**config.mk**
```make
export PLATFORM = sky130hd
export DESIGN_NAME = board_word_loader
export DESIGN_NICKNAME = d
export VERILOG_FILES = /design/src/rtl/board_word_loader.sv
export SDC_FILE = /design/constraint.sdc
export NUM_CORES = 1
export LEC_CHECK = 0
export CELL_PAD_IN_SITES_DETAIL_PLACEMENT = 2
export CELL_PAD_IN_SITES_GLOBAL_PLACEMENT = 2
export CORE_MARGIN = 2
export CORE_UTILIZATION = 34
export CTS_BUF_LIST = sky130_fd_sc_hd__clkbuf_8
export DETAILED_ROUTE_END_ITERATION = 6
export GPL_TIMING_DRIVEN = 0
export PLACE_DENSITY_LB_ADDON = 0.25
export SLEW_MARGIN = 10
export SYNTH_ARGS = -nofsm -noshare
export SYNTH_HDL_FRONTEND = slang
export SYNTH_SLANG_ARGS = --single-unit
```
**constraint.sdc**
```tcl
create_clock -name CLK -period 3.3 [get_ports CLK]
set_clock_uncertainty 0.1 [all_clocks]
set_input_delay 0.99 -clock CLK [delete_from_list [all_inputs] [get_ports CLK]]
set_output_delay 0.99 -clock CLK [all_outputs]
set_load 0.03 [all_outputs]
```
**src/rtl/board_word_loader.sv**
```systemverilog
// rtl/board_word_loader.sv - assembles a 32-bit word from slide switches via debounced buttons
// Two buttons share one debouncer module; the top stages bytes per lane and publishes them on commit.

module board_word_loader_debounce #(
  parameter int DEBOUNCE_CYCLES = 4,
  parameter int CNT_W           = 20
) (
  input  logic clk,
  input  logic rst,
  input  logic raw,
  output logic pulse
);

  typedef enum logic [1:0] {LOW, WAIT_HIGH, HIGH, WAIT_LOW} state_t;

  state_t             state, state_next;
  logic [CNT_W-1:0]   cnt, cnt_next;
  logic               sync1, sync2;

  always_ff @(posedge clk) begin
    if (!rst) begin
      sync1 <= 1'b0;
      sync2 <= 1'b0;
      state <= LOW;
      cnt   <= '0;
    end else begin
      sync1 <= raw;
      sync2 <= sync1;
      state <= state_next;
      cnt   <= cnt_next;
    end
  end

  // A level is accepted only after DEBOUNCE_CYCLES consecutive synced samples agree.
  always_comb begin
    state_next = state;
    cnt_next   = cnt;
    pulse      = 1'b0;
    case (state)
      LOW: begin
        if (sync2) begin
          state_next = WAIT_HIGH;
          cnt_next   = CNT_W'(1);
        end
      end
      WAIT_HIGH: begin
        if (!sync2) begin
          state_next = LOW;
          cnt_next   = '0;
        end else if (cnt == CNT_W'(DEBOUNCE_CYCLES)) begin
          state_next = HIGH;
          cnt_next   = '0;
          pulse      = 1'b1;
        end else begin
          cnt_next = cnt + CNT_W'(1);
        end
      end
      HIGH: begin
        if (!sync2) begin
          state_next = WAIT_LOW;
          cnt_next   = CNT_W'(1);
        end
      end
      WAIT_LOW: begin
        if (sync2) begin
          state_next = HIGH;
          cnt_next   = '0;
        end else if (cnt == CNT_W'(DEBOUNCE_CYCLES)) begin
          state_next = LOW;
          cnt_next   = '0;
        end else begin
          cnt_next = cnt + CNT_W'(1);
        end
      end
      default: begin
        state_next = LOW;
        cnt_next   = '0;
      end
    endcase
  end

endmodule

module board_word_loader #(
  parameter int DEBOUNCE_CYCLES = 4,
  parameter int CNT_W           = 20
) (
  input  logic        CLK,
  input  logic        RST,
  input  logic [7:0]  SW,
  input  logic [1:0]  SEL,
  input  logic        BTN_LOAD,
  input  logic        BTN_COMMIT,
  output logic [31:0] STAGE,
  output logic [3:0]  LANE_MASK,
  output logic [31:0] WORD,
  output logic        WORD_VALID,
  output logic        COMMIT_ERR
);

  logic        load_pulse, commit_pulse;
  logic [31:0] stage_next;
  logic [3:0]  mask_next;

  board_word_loader_debounce #(
    .DEBOUNCE_CYCLES (DEBOUNCE_CYCLES),
    .CNT_W           (CNT_W)
  ) u_load_db (
    .clk   (CLK),
    .rst   (RST),
    .raw   (BTN_LOAD),
    .pulse (load_pulse)
  );

  board_word_loader_debounce #(
    .DEBOUNCE_CYCLES (DEBOUNCE_CYCLES),
    .CNT_W           (CNT_W)
  ) u_commit_db (
    .clk   (CLK),
    .rst   (RST),
    .raw   (BTN_COMMIT),
    .pulse (commit_pulse)
  );

  // Load is folded in first so a coinciding commit sees the freshly written lane.
  always_comb begin
    stage_next = STAGE;
    mask_next  = LANE_MASK;
    if (load_pulse) begin
      stage_next[{SEL, 3'b000} +: 8] = SW;
      mask_next[SEL]                 = 1'b1;
    end
  end

  always_ff @(posedge CLK) begin
    if (!RST) begin
      STAGE      <= '0;
      LANE_MASK  <= '0;
      WORD       <= '0;
      WORD_VALID <= 1'b0;
      COMMIT_ERR <= 1'b0;
    end else begin
      STAGE      <= stage_next;
      LANE_MASK  <= mask_next;
      WORD_VALID <= 1'b0;
      COMMIT_ERR <= 1'b0;
      if (commit_pulse) begin
        if (mask_next == 4'hF) begin
          WORD       <= stage_next;
          WORD_VALID <= 1'b1;
          LANE_MASK  <= '0;
        end else begin
          COMMIT_ERR <= 1'b1;
        end
      end
    end
  end

endmodule

```
Word level (Yosys, flattened, before mapping)
Index checks and enable logic that the tools add are counted.

word-level totals
  register bits after elaboration = 118
  input port bits = 14
  output and inout port bits = 70
  logic and storage cells = 88

operators by class
  $add $sub $neg = 3
  magnitude comparators = 2
  eq/ne operators = 17
  shifts and indexed selects = 2
  muxes and demuxes = 41
  bitwise gates (word level) = 1
  reduce and logical (&&, ||, !) cells = 9

operators with widths
  kind                                                   count
  2-to-1 mux 20 bit                                      10
  one-hot mux 20 bit (4 select lines)                    2
  adder 20 x 1 -> 20 bit (second input constant)         2
  equality test 20 x 3 -> 1 bit (second input constant)  2
  bitwise mux 32 bit                                     1
  2-to-1 mux 32 bit                                      1
  variable shift 8 x 7 -> 32 bit (first input constant)  1
  indexed part select 8 x 7 -> 32 bit                    1
  2-to-1 mux 2 bit                                       12
  one-hot mux 2 bit (4 select lines)                     2
  2-to-1 mux 4 bit                                       3
  2-to-1 mux 1 bit                                       9
  equality test 2 bit (second input constant)            4
  AND reduction 2 bit                                    4
  AND reduction 4 bit                                    2
  negator 5 -> 7 bit                                     1
  != test 3 x 1 -> 1 bit (second input constant)         2
  != test 3 bit (second input constant)                  2
  equality test 2 x 1 -> 1 bit (second input constant)   2
  equality test 4 bit (second input constant)            1
  logical NOT 2 bit                                      2
  != test 2 x 1 -> 1 bit (second input constant)         2
  != test 2 bit (second input constant)                  2
  bitwise OR 4 bit                                       1
  other kinds (4)                                        4

Depth between registers and ports, before layout
Gate-level depths: netlist (run 1).

  depth after elaboration = 9
  gate-level depth with buffers = 10
  depth with buffers taken out = 8

Cells and area by module
From an unflattened synthesis (run 1), not the netlist that was laid out.

unflattened totals
  cells, all modules = 608
  area, all modules = 5,485.3 µm²

modules (own cells, without submodules)
  module                                    instances  cells each  area each (µm²)  seq. area each (µm²)
  board_word_loader                         1          305         2,851.5          1,401.3
  board_word_loader_debounce (u_load_db)    1          150         1,335.0          480.5
  board_word_loader_debounce (u_commit_db)  1          153         1,298.7          480.5

Worst setup path before layout (run 1)
Ideal clock, no wire load.

  kind = in2reg
  start point = input port SEL[0]
  end point = register WORD[22]
  setup time = 0.123 ns
  arrival = 2.283 ns
  required time = 3.077 ns
  setup slack = 0.794 ns
  stages on the path = 7
  path buffers = 1
  cells stage by stage = inv_1 > ha_1 > a41o_1 > and2_1 > nand3_4 > buf_6 > mux2_1

on the way
  longest elaborated chain between the ends = 8
  elaborated cells between the ends (all ways) = 14
  those cells by class = add/sub: 1; order compare: 2; eq/ne: 1; shift: 2; mux: 5; bitwise: 1; reduce/logical: 2

RTL lines
  item                                                                                                                     line  text
  from (decl)                                                                                                              91    input logic [1:0] SEL,
  less-than comparator 2 x 3 -> 1 bit (implied by the code) or greater-or-equal comparator 2 x 1 -> 1 bit (tied branches)  131   mask_next[SEL] = 1'b1;
  logical AND 1 bit (implied by the code)                                                                                  131
  2-to-1 mux 1 bit (implied by the code)                                                                                   131
  demux 1 bit (select 2 bit)                                                                                               131
  bitwise OR 4 bit (no source line)                                                                                        --
  2-to-1 mux 4 bit                                                                                                         129   if (load_pulse) begin
  equality test 4 bit                                                                                                      148   if (mask_next == 4'hF) begin
  AND reduction 2 bit (no source line)                                                                                     --
  to (signal assigned)                                                                                                     149   WORD <= stage_next;
  to (decl)                                                                                                                96    output logic [31:0] WORD,

Parallel ways exist; a longest one is shown, timed or not.
A chain may end at the register's enable or synchronous reset.

Final worst setup path (run 1)
  start point = input port SEL[0]
  end point = register WORD[4]

The elaborated chain is that of the path after synthesis.

==> results of run 1 <==
==> kinds of logic (layout without fill, tap and decap cells) <==
kind of cell	count (synthesis)	in the layout
and+or+nand+nor	232	232
xor gates and xnor gates	17	17
muxes	34	34
buffers and inverters	44	158
AOI/OAI and AO/OA	98	98
DFF	118	118
adders and majority gates	11	11
==> worst max-delay path, delay by kind of cell <==
family | cells | cell delay, ns
AOI/OAI and AO/OA | 1 | 0.42
adders and majority gates | 1 | 0.38
buffers and inverters | 3 | 0.97
and+or+nand+nor | 1 | 0.32
muxes | 1 | 0.22
==> power groups by stage <==
stage                     logic (uW)  registers [uW]  clock network, uW
after floorplan                 63.0            1460                  0
after global placement           115            1470                  0
after detailed placement         120            1470                  0
after CTS                        121            1430               1520
after global routing             132            1430               1580
final                            120            1430               1480
==> final timing paths <==
| kind | startpoint | to | slack (ns) | depth (start not counted) |
|---|---|---|---|---|
| max reg2reg | u_load_db.cnt[12] | WORD[7] | 0.52 | 9 |
| min | u_load_db.sync1 | u_load_db.sync2 | 0.34 | 1 |
| max | SEL[0] | WORD[4] | 0.29 | 7 |
| min reg2reg | u_load_db.sync1 | u_load_db.sync2 | 0.34 | 1 |
==> final cells by class <==
type / instances / area share [%]
repair buffers: 82 / 12.18
inverters: 13 / 0.7241
clock buffers: 19 / 3.880
well taps: 188 / 3.491
flip-flops and latches: 118 / 35.05
plain buffers: 31 / 2.154
clock inverters: 13 / 2.674
multi-input cells: 392 / 39.84
==> through the flow <==
| step | cell area (sq um) | total power (uW) | TNS [ns] | setup WS, ns |
|---|---|---|---|---|
| global route | 6739 | 3147 | 0 | 0.1419 |
| detailed placement | 6292 | 1587 | -4.397 | -0.2921 |
| finish | 6739 | 3038 | 0 | 0.2874 |
| global placement | 6292 | 1581 | -3.312 | -0.2656 |
| CTS | 6734 | 3071 | 0 | 0.2020 |
| floorplan | 5236 | 1528 | 0 | 0.7938 |
==> repair_timing <==
action / 4_1_cts / 5_1_grt
gates resized for setup: 0 / 1
buffers inserted: 0 / 0
endpoints found under the setup margin: 0 / 1
hold endpoints to repair: 0 / 0
==> per-layer routing <==
metal | wire (microns) | GRT usage, % | up-vias
li1 | - | - | 2174
met1 | 7366 | 24.90 | 2230
met2 | 8333 | 37.68 | 92
met3 | 534 | 4.174 | 28
met4 | 435 | 8.727 | 0
met5 | 0 | 0 | -
==> flip-flops by register name, summed over array words and instances (netlist names), named ones only <==
name	flops
u_load_db.sync1	1
STAGE	32
LANE_MASK	4
u_commit_db.sync1	1
u_load_db.cnt	20
u_commit_db.state	1
WORD_VALID	1
u_commit_db.sync2	1
u_load_db.sync2	1
u_load_db.state	1
WORD	32
u_commit_db.cnt	20
COMMIT_ERR	1
==> placed cells by master, fill, tap and decap left out, drive strengths merged, types with 5 or more instances in the layout <==
cell / instances
dfxtp: 118
clkdlybuf4s50: 82
nand3: 50
and2: 42
nor2: 39
clkbuf: 39
nand2: 32
mux2: 32
a21oi: 25
o31ai: 24
o21ai: 17
inv: 14
xor2: 12
ha: 11
buf: 11
nand2b: 9
nor4: 9
nor3: 9
and3: 8
nand4: 8
o211a: 5
and4: 5
xnor2: 5
clkinvlp: 5
==> summary.txt, run 1 <==
outcome -> finished clean
filler cell count -> 1,648
switching share of power -> 23.59%
Die Ht -> 128.1 microns
placed cell count -> 824
Syn. warnings -> 0
WP data arrival -> 3.31 ns
Port-buffer cells -> 82
drt first pass iters -> 4
Reg area -> 2362 sq um
TritonCTS clock tree -> done
vias -> 4,524
sequential fraction of the synthesis area -> 45.11%
clk buf depth -> 2
Nets -> 680
adder-cell share of the synthesized area -> 2.628%
Post-Route WL -> 16.67 mm
Post-synth EDFFs -> 0
setup violators final -> 0
clk_lat worst skew -> 0.45 ns
core area -> 15,150 sq um
Fin. Hold Viols -> 0
Hold WS -> 0.3446 ns
Critical Path Source Type -> input pin
XOR/XNOR Fraction of Synth Area -> 2.843%
Mapped Nets -> 579
pin count of the biggest net entering global routing -> 17
Compound-Gate Fraction of Synth Area -> 12.57%
most common cell in the netlist -> dfxtp_1
max-cap violation count -> 0
Layout Utilization -> 44.49%
Initial Util -> 34.57%
Clk pwr share -> 48.8%
Non-Filler Instances -> 856
P&R area growth vs syn -> 28.70%
Vias per Instance -> 5.285
top cells by area, synth -> dfxtp_1, mux2_4, and2_1
fmax -> 331.9 MHz
NetSw -> 716.7 uW
fin crit share -> 91.29%
CP endpoint kind -> flop
Mapped Cells -> 554
CP max-delay cell -> clkdlybuf4s50_1
multi-input logic area -> 2685 sq um
vias in the first global route -> 4,935
RSZ-0062 raised after global routing -> no
top_reg_cell synth -> dfxtp_1
count of pins over their slew limit -> 0
slowest stage delay, CP -> 0.58 ns
Final min period -> 3.013 ns
die area -> 16,410 sq um
multiplexer area fraction after synthesis -> 8.626%
Netlist cell types -> 52
Die Width -> 128.1 microns
share of cells above drive strength 1 -> 11.08%
Synth top cells by count -> dfxtp_1, nand3_1, and2_1
Comb power frac -> 4.0%
residual DRC count -> 0
Internal Power -> 2321 uW
CP Class -> input pin to flop
Hold WC Path Type -> flop to flop
worst path required time -> 3.60 ns
Yosys reg bits -> 118
initial drt markers -> 189
largest family of logic cells by synthesized area -> simple AND/OR/NAND/NOR gates
Rows -> 45
Sinks on Clock Net -> 118
total global routing overflow -> 0
CTS clk-pin slew, worst paths -> 0.07 ns
crit path max fanout -> 8
post-synthesis area per instance -> 9.452 sq um
Final HPWL DP -> 12.24 mm
Root Buffer -> clkbuf_8
Post-DRT Antenna Nets -> 0
worst-path cell chain -> clkdlybuf4s50_1, inv_1, ha_1, or3_1, buf_1, o31ai_1, mux2_2
initial antenna violation count -> 0
Synth Cell Area -> 5236 sq um
GRT Resource Usage Total -> 21.18%
CTS Buf Count -> 17
Slew HR -> 44.37%
maximum vdd drop -> 0.2136 mV
I/O pins -> 84
FFs w/ async S/R, synth -> 0%
post-synthesis simple-gate area fraction -> 24.52%
leakage -> 0.002561 uW
GP Congestion -> 0.7614
hold_buf cts -> 0
antenna diode count -> 0
power density over cell area -> 450.8 nW/um^2
Avg WL per Cell -> 19.47 microns
Worst-Margin Slew -> 0.8269 ns
CTS H-tree depth -> 4
first-pass GRT wire length -> 26.94 mm
part of the power in registers -> 47.2%
post-synth top area share -> 45.11%
largest area contributor in the netlist -> dfxtp_1
(Power assumes the default switching activity.)
==> inputs of run 2 (changes only) <==
- ABC_AREA: not set -> 1
- CORE_UTILIZATION: 34 -> 31
==> run 2 against run 1 <==
Sequential cell count unchanged. Largest power group unchanged. Wire length is 22% higher. Utilization is 4.2 points lower. Worst hold slack worse by 0.019 ns. Largest cell class unchanged. Cell area grew 7.0%. Combinational power rose by 60%. Sequential power barely moved.
==> summary.txt, run 2 <==
Compound-Gate Fraction of Synth Area -> 10.96% (was 12.57%)
GP Congestion -> 0.7666 (was 0.7614)
GRT Resource Usage Total -> 21.24% (was 21.18%)
worst-path cell chain -> dlygate4sd2_1, clkbuf_2, inv_1, ha_1, nand2_1, nor2_4, nand3_1, nand2_1, nand3_1, nand2_1, nand3_1, a21oi_1 (was clkdlybuf4s50_1, inv_1, ha_1, or3_1, buf_1, o31ai_1, mux2_2)
top_reg_cell synth -> dfxtp_1 (unchanged)
vias in the first global route -> 6,389 (was 4,935)
max-cap violation count -> 0 (unchanged)
total global routing overflow -> 0 (unchanged)
fmax -> 326.4 MHz (was 331.9 MHz)
Synth Cell Area -> 5653 sq um (was 5236 sq um)
CP max-delay cell -> dlygate4sd2_1 (was clkdlybuf4s50_1)
die area -> 19,330 sq um (was 16,410 sq um)
share of cells above drive strength 1 -> 6.695% (was 11.08%)
leakage -> 0.002865 uW (was 0.002561 uW)
XOR/XNOR Fraction of Synth Area -> 1.394% (was 2.843%)
Layout Utilization -> 40.28% (was 44.49%)
most frequent cells in the layout -> nand2_1, dfxtp_1, nor2_1 (was dfxtp_1, clkdlybuf4s50_1, nand3_1)
post-synthesis simple-gate area fraction -> 35.72% (was 24.52%)
largest area contributor in the netlist -> dfxtp_1 (unchanged)
Vias per Instance -> 5.048 (was 5.285)
Nets -> 953 (was 680)
top cells by area, synth -> dfxtp_1, nand2_1, nor2_1 (was dfxtp_1, mux2_4, and2_1)
Avg WL per Cell -> 17.41 microns (was 19.47 microns)
Port-buffer cells -> 83 (was 82)
Sinks on Clock Net -> 118 (unchanged)
Root Buffer -> clkbuf_8 (unchanged)
CTS H-tree depth -> 4 (unchanged)
maximum vdd drop -> 0.2307 mV (was 0.2136 mV)
hold_buf cts -> 0 (unchanged)
worst r2r src -> u_load_db.cnt[0] (was u_load_db.cnt[12])
crit path max fanout -> 10 (was 8)
Worst-Margin Slew -> 0.7606 ns (was 0.8269 ns)
filler cell count -> 2,189 (was 1,648)
hold_sp -> u_load_db.sync1 (unchanged)
commonest non-fill, non-tap cell in the layout -> nand2_1 (was dfxtp_1)
CTS Buf Count -> 17 (unchanged)
CP Class -> input pin to flop (unchanged)
vias -> 5,911 (was 4,524)
RSZ-0062 raised after global routing -> no (unchanged)
TritonCTS clock tree -> done (unchanged)
post-synth top area share -> 41.79% (was 45.11%)
post-synthesis area per instance -> 6.844 sq um (was 9.452 sq um)
most common cell in the netlist -> nand2_1 (was dfxtp_1)
Final min period -> 3.064 ns (was 3.013 ns)
core area -> 17,900 sq um (was 15,150 sq um)
initial drt markers -> 184 (was 189)
Largest regs -> STAGE (32), WORD (32) (unchanged)
power density over cell area -> 430.1 nW/um^2 (was 450.8 nW/um^2)
drt first pass iters -> 4 (unchanged)
P&R area growth vs syn -> 27.56% (was 28.70%)
WP data arrival -> 3.34 ns (was 3.31 ns)
adder-cell share of the synthesized area -> 2.435% (was 2.628%)
Final Instance Area -> 7211 sq um (was 6739 sq um)
Syn. warnings -> 0 (unchanged)
pin count of the biggest net entering global routing -> 17 (unchanged)
count of pins over their slew limit -> 0 (unchanged)
largest family of logic cells by synthesized area -> simple AND/OR/NAND/NOR gates (unchanged)
Critical Path Source Type -> input pin (unchanged)
Fin. Hold Viols -> 0 (unchanged)
Synth top cells by count -> nand2_1, dfxtp_1, nor2_1 (was dfxtp_1, nand3_1, and2_1)
sequential fraction of the synthesis area -> 41.79% (was 45.11%)
Final HPWL DP -> 15.10 mm (was 12.24 mm)
I/O pins -> 84 (unchanged)
FFs w/ async S/R, synth -> 0% (unchanged)
multiplexer area fraction after synthesis -> 0.1992% (was 8.626%)
worst path required time -> 3.58 ns (was 3.60 ns)
Yosys reg bits -> 118 (unchanged)
Post-Route WL -> 20.38 mm (was 16.67 mm)
Mapped Cells -> 826 (was 554)
Die Ht -> 139.0 microns (was 128.1 microns)
Die Width -> 139.0 microns (was 128.1 microns)
Slew HR -> 49.02% (was 44.37%)
slowest stage delay, CP -> 0.42 ns (was 0.58 ns)
residual DRC count -> 0 (unchanged)
Reg area -> 2362 sq um (unchanged)
fin crit share -> 92.85% (was 91.29%)
CP endpoint kind -> flop (unchanged)
clk_lat worst skew -> 0.45 ns (about the same)
Critical path origin -> SEL[0] (unchanged)
first-pass GRT wire length -> 33.13 mm (was 26.94 mm)
Rows -> 49 (was 45)
clk buf depth -> 2 (unchanged)
outcome -> finished clean (unchanged)
Hold WC Path Type -> flop to flop (unchanged)
Netlist cell types -> 39 (was 52)
CTS clk-pin slew, worst paths -> 0.08 ns (was 0.07 ns)
Post-DRT Antenna Nets -> 0 (unchanged)
multi-input logic area -> 2879 sq um (was 2685 sq um)
Initial Util -> 31.58% (was 34.57%)
setup violators final -> 0 (unchanged)
Post-synth EDFFs -> 0 (unchanged)
Mapped Nets -> 851 (was 579)
initial antenna violation count -> 1 (was 0)
Placed Area -> 6770 sq um (was 6292 sq um)
-- run 2: cell count changes after synthesis, moves of 7 or more --
cell,change
and3_1,-7
o21ai_0,+15
and2_1,-42
nand2b_1,-9
nor3_1,+26
o31ai_1,-24
nand3_1,+35
inv_1,+59
nor2_1,+76
mux2_4,-19
a21oi_1,+51
nand2_1,+169
-- run 2: repair_timing --
item                                    CTS  global route
buffers inserted                          0             0
gates resized for setup                   5             0
endpoints found under the setup margin   32             0
hold endpoints to repair                  0             0
-- run 2: final cells by class --
type,count,area share (%)
clock buffer,17,3.245
buffer,29,2.048
clock inverter,15,2.655
timing repair buffer,83,11.50
antenna,1,0.03470
multi-input combinational,605,39.93
sequential,118,32.76
inverter,74,3.852
tap,229,3.974
-- run 2: final timing paths --
kind | endpoint | slack, ns | cells past startpoint
setup reg to reg | u_load_db.cnt[12] | 0.71 | 10
setup / recovery | WORD[20] | 0.24 | 12
hold / removal | u_load_db.sync2 | 0.33 | 2
hold reg to reg | u_load_db.sync2 | 0.33 | 2
-- run 2: worst max-delay path: cells and delay by family --
| family | cells | cell delay, ns |
|---|---|---|
| buffers and inverters | 3 | 0.84 |
| adders and majority gates | 1 | 0.38 |
| AOI/OAI and AO/OA | 1 | 0.15 |
| and+or+nand+nor | 7 | 0.96 |
-- run 2: through the flow --
step	hold WS, ns	TNS [ns]	setup WS (ns)	power (uW)	std cells
after floorplan	0.2905	0	0.4346	1582	826
after global placement	0.2934	-24.94	-0.7103	1662	1138
after detailed placement	0.3113	-29.17	-0.7836	1665	1138
after CTS	0.3247	0	0.2680	3137	1170
after global routing	0.3354	0	0.01313	3222	1171
final	0.3258	0	0.2360	3101	1171
-- run 2: logic make-up after synthesis --
kind of cell / Yosys count
mux: 1
fa+ha+maj: 11
buf+inv: 103
simple gates: 465
xor+xnor: 9
compound gates: 119
flops: 118
-- run 2: report_power, final --
group | switching [uW] | total [uW] | internal [uW]
logic | 142 | 192 | 50.0
clock network | 703 | 1470 | 765
registers | 9.06 | 1440 | 1430
-- run 2: routing by layer --
layer | part of all wire (%) | wire length, microns | global-route usage, % | vias up
met4 | 1.5 | 300 | 6.061 | 0
met2 | 51 | 10300 | 38.45 | 80
met1 | 45 | 9239 | 25.64 | 2916
met5 | 0 | 0 | 0 | -
met3 | 2.7 | 541 | 4.006 | 26
li1 | - | - | - | 2889
==> inputs of run 3 (changes only) <==
--- a/constraint.sdc
+++ b/constraint.sdc
@@ -4,2 +4,2 @@
 set_output_delay 0.99 -clock CLK [all_outputs]
-set_load 0.03 [all_outputs]
+set_load 0.01 [all_outputs]
==> results of run 3 <==
The final DEF is identical to that of run 2; final timing and power are the same.
